==> src/rtl/neuron_scheduler.sv <==
// Walks N_NEURONS v/w/i state entries through one shared external datapath per timestep.
// A timestep takes N_NEURONS+1 cycles plus one cycle per EMIT cycle; a spike holds the walk until spk_ready.
module neuron_scheduler #(
    parameter int                     N_NEURONS = 16,
    parameter int                     W         = 16,
    parameter logic signed [W-1:0]    V_TH      = 16'sd4096,
    parameter logic signed [W-1:0]    V_RESET   = 16'sd0,
    parameter logic signed [W-1:0]    W_JUMP    = 16'sd1024
) (
    input  logic                             clk,
    input  logic                             rst,
    input  logic                             start,
    output logic                             busy,
    output logic                             done,
    input  logic                             i_wr_en,
    input  logic [$clog2(N_NEURONS)-1:0]     i_wr_addr,
    input  logic signed [W-1:0]              i_wr_data,
    output logic signed [W-1:0]              dp_v,
    output logic signed [W-1:0]              dp_w,
    output logic signed [W-1:0]              dp_i,
    input  logic signed [W-1:0]              dp_v_next,
    input  logic signed [W-1:0]              dp_w_next,
    output logic                             spk_valid,
    input  logic                             spk_ready,
    output logic [$clog2(N_NEURONS)-1:0]     spk_id
);
    localparam int            AW   = $clog2(N_NEURONS);
    localparam logic [AW-1:0] LAST = AW'(N_NEURONS - 1);

    typedef enum logic [1:0] {IDLE, RUN, EMIT, DONE} state_t;

    state_t              r_state;
    logic [AW-1:0]       r_idx;
    logic                r_busy;
    logic                r_done;
    logic                r_spk_valid;
    logic [AW-1:0]       r_spk_id;
    logic signed [W-1:0] r_v [N_NEURONS];
    logic signed [W-1:0] r_w [N_NEURONS];
    logic signed [W-1:0] r_i [N_NEURONS];

    logic                w_spike;
    logic [W:0]          w_w_sum;
    logic                w_w_ovf;
    logic signed [W-1:0] w_w_sat;

    assign dp_v      = r_v[r_idx];
    assign dp_w      = r_w[r_idx];
    assign dp_i      = r_i[r_idx];
    assign busy      = r_busy;
    assign done      = r_done;
    assign spk_valid = r_spk_valid;
    assign spk_id    = r_spk_id;

    assign w_spike = (dp_v_next >= V_TH);

    // One extra bit catches overflow of the post-spike adaptation increment.
    assign w_w_sum = {dp_w_next[W-1], dp_w_next} + {W_JUMP[W-1], W_JUMP};
    assign w_w_ovf = (w_w_sum[W] != w_w_sum[W-1]);
    assign w_w_sat = !w_w_ovf   ? w_w_sum[W-1:0] :
                     w_w_sum[W] ? {1'b1, {(W-1){1'b0}}} :
                                  {1'b0, {(W-1){1'b1}}};

    always_ff @(posedge clk or posedge rst) begin
        if (rst) begin
            r_state     <= IDLE;
            r_idx       <= '0;
            r_busy      <= 1'b0;
            r_done      <= 1'b0;
            r_spk_valid <= 1'b0;
            r_spk_id    <= '0;
            for (int k = 0; k < N_NEURONS; k++) begin
                r_v[k] <= '0;
                r_w[k] <= '0;
                r_i[k] <= '0;
            end
        end else begin
            r_done <= 1'b0;
            if (i_wr_en) begin
                r_i[i_wr_addr] <= i_wr_data;
            end
            case (r_state)
                IDLE: begin
                    if (start) begin
                        r_idx   <= '0;
                        r_busy  <= 1'b1;
                        r_state <= RUN;
                    end
                end
                RUN: begin
                    if (w_spike) begin
                        r_v[r_idx]  <= V_RESET;
                        r_w[r_idx]  <= w_w_sat;
                        r_spk_valid <= 1'b1;
                        r_spk_id    <= r_idx;
                        r_state     <= EMIT;
                    end else begin
                        r_v[r_idx] <= dp_v_next;
                        r_w[r_idx] <= dp_w_next;
                        if (r_idx == LAST) begin
                            r_done  <= 1'b1;
                            r_state <= DONE;
                        end else begin
                            r_idx <= r_idx + 1'b1;
                        end
                    end
                end
                EMIT: begin
                    // Event stays registered and stable until the consumer takes it.
                    if (spk_ready) begin
                        r_spk_valid <= 1'b0;
                        if (r_idx == LAST) begin
                            r_done  <= 1'b1;
                            r_state <= DONE;
                        end else begin
                            r_idx   <= r_idx + 1'b1;
                            r_state <= RUN;
                        end
                    end
                end
                DONE: begin
                    r_busy  <= 1'b0;
                    r_state <= IDLE;
                end
                default: r_state <= IDLE;
            endcase
        end
    end
endmodule
==> config.mk <==
export PLATFORM = sky130hd
export DESIGN_NAME = neuron_scheduler
export DESIGN_NICKNAME = d
export VERILOG_FILES = /design/src/rtl/neuron_scheduler.sv
export SDC_FILE = /design/constraint.sdc
export NUM_CORES = 2
export LEC_CHECK = 0
export BUFFER_PORTS_ARGS = -buffer_cell sky130_fd_sc_hd__buf_2
export CORE_AREA = 2 2 285 287
export DETAILED_ROUTE_END_ITERATION = 8
export DIE_AREA = 0 0 287 289
export GPL_TIMING_DRIVEN = 0
export PLACE_DENSITY = 0.63
export SLEW_MARGIN = 20
export SYNTH_ARGS = -nofsm -noshare
export SYNTH_HDL_FRONTEND = slang
export SYNTH_SLANG_ARGS = --single-unit
==> constraint.sdc <==
create_clock -name clk -period 33.6 [get_ports clk]
set_clock_uncertainty 0.1 [all_clocks]
set_input_delay 0 -clock clk [delete_from_list [all_inputs] [get_ports clk]]
set_output_delay 0 -clock clk [all_outputs]
set_load 0.01 [all_outputs]
# == Word level (Yosys, flattened, before mapping) ==
# Cells that the tools add are included.
# totals
register_bits,781
inputBits,57
output_inout_bits,55
# classes
addsub,2
magnitude_cmp,5
n_eq_ne,10
mux,41
n_bitwise,4
n_reduce_logical,11
# op_table
op,count
$bwmux 256,4
$mux 256,2
$and 256x256->256,1
$not 256->256,1
$bmux 16 s4,3
$mux 16,10
$demux 16 s4,2
$add 16x12->17 const B,1
$ge 16x14->1 const B,1
$mux 4,4
$pmux 4 s3,1
$ge 5x5->1 const B,2
$lt 5x1->1 const B,2
$mux 2,5
$not 4->5,2
$ne 2x2->1 const B,4
$pmux 2 s4,1
$mux 1,6
$pmux 1 s2,3
$reduce_and 3->1,2
$add 4x1->4 const B,1
$eq 2x2->1 const B,2
$eq 4x4->1 const B,1
$reduce_and 2->1,2
8 further kinds,10

# == Depth between registers and ports, before layout ==
# depth
word_depth,8
ltp_mapped,12

# == Least setup slack after synthesis ==
# OpenSTA, ideal clock, no wires.
# synth_path
kind,register -> register
start,reg r_idx[0]
end,reg r_v[58] (netlist name)
setup_ns,0.136
arrival_ns,2.308
setup_slack_ns,31.055
path_stages_with_launch,11
n_path_buf,6
synth_period_minus_slack_ns,2.545
cell_sequence,dfrtp_1 buf_2 buf_2 buf_2 buf_2 inv_1 ha_1 clkbuf_1 nand3_1 clkbuf_1 o21ai_0
# synth_via
elab_chain_cells,8
word_cells_on_any_way,10
cone_classes,2 x order compare; 4 x mux; 3 x bitwise; 1 x reduce/logical
# synth_rtl
element,line,rtl
"start, declared",33,logic [AW-1:0] r_idx;
"start signal, assigned",104,r_idx <= r_idx + 1'b1;
"start signal, assigned",116,r_idx <= r_idx + 1'b1;
$not 4->5 (not written as such) *,"92, 98",
$ge 5x5->1 (not written as such) or $lt 5x1->1 (tied branches),"92, 98",
$logic_and 1x1->1 (not written as such),"92, 98",
$mux 16 (not written as such),"92, 98",
$demux 16 s4 *,"92, 98",
$not 256->256 (no line),n/a,
$and 256x256->256 (no line),n/a,
$mux 256 *,91,if (w_spike) begin
"end signal, assigned by index",98,r_v[r_idx] <= dp_v_next;
"end, declared",38,logic signed [W-1:0] r_v [N_NEURONS];
# Mark *: on every way between the ends. The rest lies on a longest branch, timed or not.
# A chain may end at the register's enable or synchronous reset.

# == Worst setup path after layout ==
# layout_path
start,reg r_idx[0]
end,reg r_v[125] (netlist name)
# Same word-level chain as after synthesis.

==> reports/qor_table.md <==
| Item | This run | Unit |
|:---|:---|:---|
| Register area share after synthesis | 55.0 | % |
| FF-to-FF End | r_v[125] | - |
| Busiest layer in global routing | met2 | - |
| Largest fanout of any net on the critical path | 10 | - |
| Tightest Pin Transition | 1150 | ps |
| Reg2reg start | r_idx[0] | - |
| Initial core utilization | 44.5 | % |
| Final Routed Wirelength | 106000 | um |
| Worst setup slack after layout | 29380 | ps |
| Area growth from synthesis to layout | 15.6 | % |
| Row count | 104 | - |
| Critical path destination | r_v[125] | - |
| Pin count of the biggest net entering global routing | 106 | - |
| CP delay by family, top | buffers and inverters | - |
| Power per cell area | 81.1 | nW/um2 |
| Post-route total power | 0.00334 | W |
| Leakage power total | 17.7 | nW |
| Met2 Resource Use GR | 42.9 | % |
| Number of enable flip-flop cells after synthesis | 0 | - |
| Xor/xnor cell area share of the yosys netlist | 0.0246 | % |
| Core footprint | 79900 | um2 |
| Number of vias after detailed routing | 25700 | - |
| Global Route met3 Usage | 4.31 | % |
| First-pass detailed-route iteration total | 6 | - |
| Multiplexer area fraction after synthesis | 20.4 | % |
| Clock latency on the worst-skew pair | 630 | ps |
| Residual DRC count | 0 | - |
| Post-Synth Adder-Cell Area | 0.317 | % |
| Synth cell types | 52 | - |
| Antenna-violating nets left | 0 | - |
| Share of layout cells above drive strength 1 | 23.8 | % |
| Post-synthesis average cell area | 11.7 | um2 |
| Worst setup slack before clock tree synthesis | 29500 | ps |
| Clock-pin transition on the worst setup and hold timing paths | 60 | ps |
| Core Util, Final | 51.5 | % |
| Number of hold buffers added after CTS | 60 | - |
| Maximum single-stage delay on the critical path | 550 | ps |
| Deepest level of the CTS H-tree | 3 | - |
| Number of sinks on the clock net | 781 | - |
| Setup violation total in the final timing report | 0 | - |
| Bufs on Longest Clock Path | 3 | - |
| Detail-routed via count per cell | 5.81 | - |
| Critical Path Start | r_idx[0] | - |
| Startpoint type of the worst setup path | register | - |
| CTS tree | done | - |
| Global-route wire length before repair | 164000 | um |
| Max capacitance violation total | 0 | - |
| Vias in the first global route | 26500 | - |
| Yosys top cell area share | 55.0 | % |
| Number of buffers created by CTS | 84 | - |
| GRT Residual Overflow | 0 | - |
| Fraction of the mapped netlist area in compound gates | 11.1 | % |
| Final Net Count | 3355 | - |
| Slowest cell on the critical path | clkbuf_1 | - |
| Area occupied by registers | 19500 | um2 |
| Register bit total from synthesis | 781 | - |
| Count of buffers inserted at the top-level ports | 99 | - |
| Die X | 287 | um |
| Post-synth design cell area | 35600 | um2 |
| Worst vdd ir | 0.0000576 | V |
| Library cell used as clock root buffer | clkbuf_16 | - |
| Met1 usage in global routing | 35.4 | % |
| Fill cell instance count of the final layout | 7152 | - |
| Tightest Hold Check Type | in2reg | - |
| Count of buffers added by post-CTS timing repair for setup | 0 | - |
| Most frequently used flop master after synthesis | dfrtp_1 | - |
| CP Capture Type | register | - |
| Post-layout min period | 4220 | ps |
| Setup TNS | 0 | ps |
| Number of max-slew violations in the final report | 0 | - |
| Peak clock frequency supported by timing | 0.237 | GHz |
| GRT Util Overall | 26.1 | % |
| Data arrival at the endpoint of the critical path | 4610 | ps |
| Routability congestion estimate from global placement | 0.877 | - |
| Result of the run | finished, final reports clean | - |
| Floorplan die height | 289 | um |
| Largest area contributor in the synthesized netlist | dfrtp_1 | - |
| Buf+Inv Stages, Crit Path | 7 | - |
| Most frequent cell after synthesis | dfrtp_1 | - |
| Reg-to-reg slack, setup | 29380 | ps |
| Initial antenna violation count | 1 | - |
| Class of the most critical setup path | reg2reg | - |
| Cell type with the highest occurrence count on the critical path | buf_2 | - |
| Resized Gates After CTS | 0 | - |
| Number of I/O pins | 112 | - |
| Multi-input logic area | 14800 | um2 |
| CP required | 33990 | ps |
| Mapped Nets | 3101 | - |
| Number of instances in the synthesized netlist | 3035 | - |
| Portion of the clock cycle consumed by the worst path in the final layout | 12.6 | % |
| Post-synthesis simple-gate area fraction | 9.75 | % |
| Length in cells of the worst reg-to-reg path | 10 | - |
| Cells along the critical path | buf_2 -> buf_2 -> buf_2 -> buf_2 -> inv_1 -> ha_1 -> clkbuf_1 -> nand3_1 -> clkbuf_1 -> o21ai_0 | - |
| Largest family of logic cells by synthesized area | multiplexers | - |
| Number of gates on the worst path with buffers counted | 10 | - |
| Total die area | 82900 | um2 |
| Worst slew margin | 23.2 | % |
| Detail Placement HPWL | 71900 | um |
| Number of hold-slack violations in the final timing report | 0 | - |
| Drt wl/cell | 23.9 | um |
| Most used standard cells in the synthesized netlist | dfrtp_1, nand2_1, o21ai_0, mux2_2, mux4_2 | - |
| Async S/R FF share, synth | 100 | % |
| Yosys synthesis warning count | 0 | - |
| RSZ-0062 raised after global routing | no | - |
| Top cells by area, synth | dfrtp_1, mux4_2, mux2_2 | - |
| Number of DRC violations after detailed-routing iteration 0 | 1887 | - |
==> state kept, by name, summed over array words and instances (netlist names) <==
| register | cells |
|---|---|
| r_state | 2 |
| spk_id | 4 |
| r_w | 256 |
| spk_valid | 1 |
| r_idx | 4 |
| busy | 1 |
| done | 1 |
| r_i | 256 |
| r_v | 256 |
==> report_power, final <==
| group | total, W | switching [W] | internal, W |
|---|---|---|---|
| combinational | 0.00102 | 0.000561 | 0.000456 |
| clock | 0.000967 | 0.000396 | 0.000571 |
| sequential | 0.00135 | 0.000141 | 0.00121 |
==> how the worst min path moves through the flow <==
stage,start,to,slack [ps],cells past startpoint
floorplan,spk_ready,done,40,2
global placement,spk_ready,done,200,3
detailed placement,rst,done,-70,2
CTS,i_wr_addr[0],r_i[12],20,4
global route,i_wr_addr[0],r_i[12],90,4
finish,i_wr_addr[0],r_i[12],70,4
==> metrics by stage <==
step                hold slack [ps]  std cells  area [um2]
global placement                202       4194       37400
detailed placement            -74.2       4203       37600
global route                   90.1       4415       41100
floorplan                      38.5       3035       35600
finish                         69.8       4416       41100
CTS                            18.4       4415       41100
==> worst reg2reg max path, delay by kind of cell, from the launching register on <==
kind | cells | cell delay [ps]
compound gates | 1 | 190
fa+ha+maj | 1 | 240
buf+inv | 7 | 2640
flops | 1 | 400
simple gates | 1 | 510
==> cell type report <==
class / count / share of cell area [%]
Antenna cell: 1 / 0.00609
Buffer: 277 / 2.84
Clock buffer: 113 / 5.92
Clock inverter: 39 / 1.07
Inverter: 9 / 0.100
Multi-Input combinational cell: 1968 / 36.0
Sequential cell: 781 / 47.5
Tap cell: 1060 / 3.23
Timing Repair Buffer: 168 / 3.27
==> placed cells by master, fill, tap and decap left out, types with 3 or more instances in the layout <==
| master | synthesis | final |
|---|---|---|
| a21oi_1 | 7 | 7 |
| a22oi_1 | 96 | 96 |
| nor2_1 | 25 | 25 |
| nand3_2 | 12 | 12 |
| buf_1 | 16 | 16 |
| clkbuf_1 | 187 | 197 |
| clkinv_2 | 0 | 23 |
| nand3b_1 | 4 | 4 |
| inv_1 | 9 | 8 |
| mux2_2 | 256 | 256 |
| nand2_1 | 756 | 756 |
| buf_2 | 59 | 158 |
| nor2b_1 | 5 | 5 |
| clkbuf_16 | 0 | 87 |
| nand4_1 | 3 | 3 |
| o21ai_1 | 96 | 96 |
| buf_16 | 0 | 9 |
| mux4_2 | 192 | 192 |
| or3_1 | 4 | 4 |
| nand2b_1 | 6 | 6 |
| o211ai_1 | 163 | 163 |
| nand3_1 | 29 | 29 |
| ha_1 | 9 | 9 |
| nor3_1 | 6 | 6 |
| dlygate4sd3_1 | 0 | 60 |
| dfrtp_1 | 781 | 781 |
| o21ai_0 | 264 | 264 |
| buf_4 | 14 | 14 |
| clkbuf_8 | 0 | 16 |
| bufinv_16 | 0 | 8 |
| inv_6 | 0 | 3 |
==> cell families after synthesis <==
family | after synthesis
flops | 781
simple gates | 862
mux | 453
compound gates | 643
buf+inv | 286
fa+ha+maj | 9
xor+xnor | 1
==> routing by layer <==
layer | wire (um) | vias to the layer above
met3 | 5700 | 190
met4 | 3490 | 2
met1 | 44500 | 13300
met5 | 7 | -
met2 | 51900 | 785
li1 | - | 11400
No activity file was read; power rests on OpenSTA's default activity.
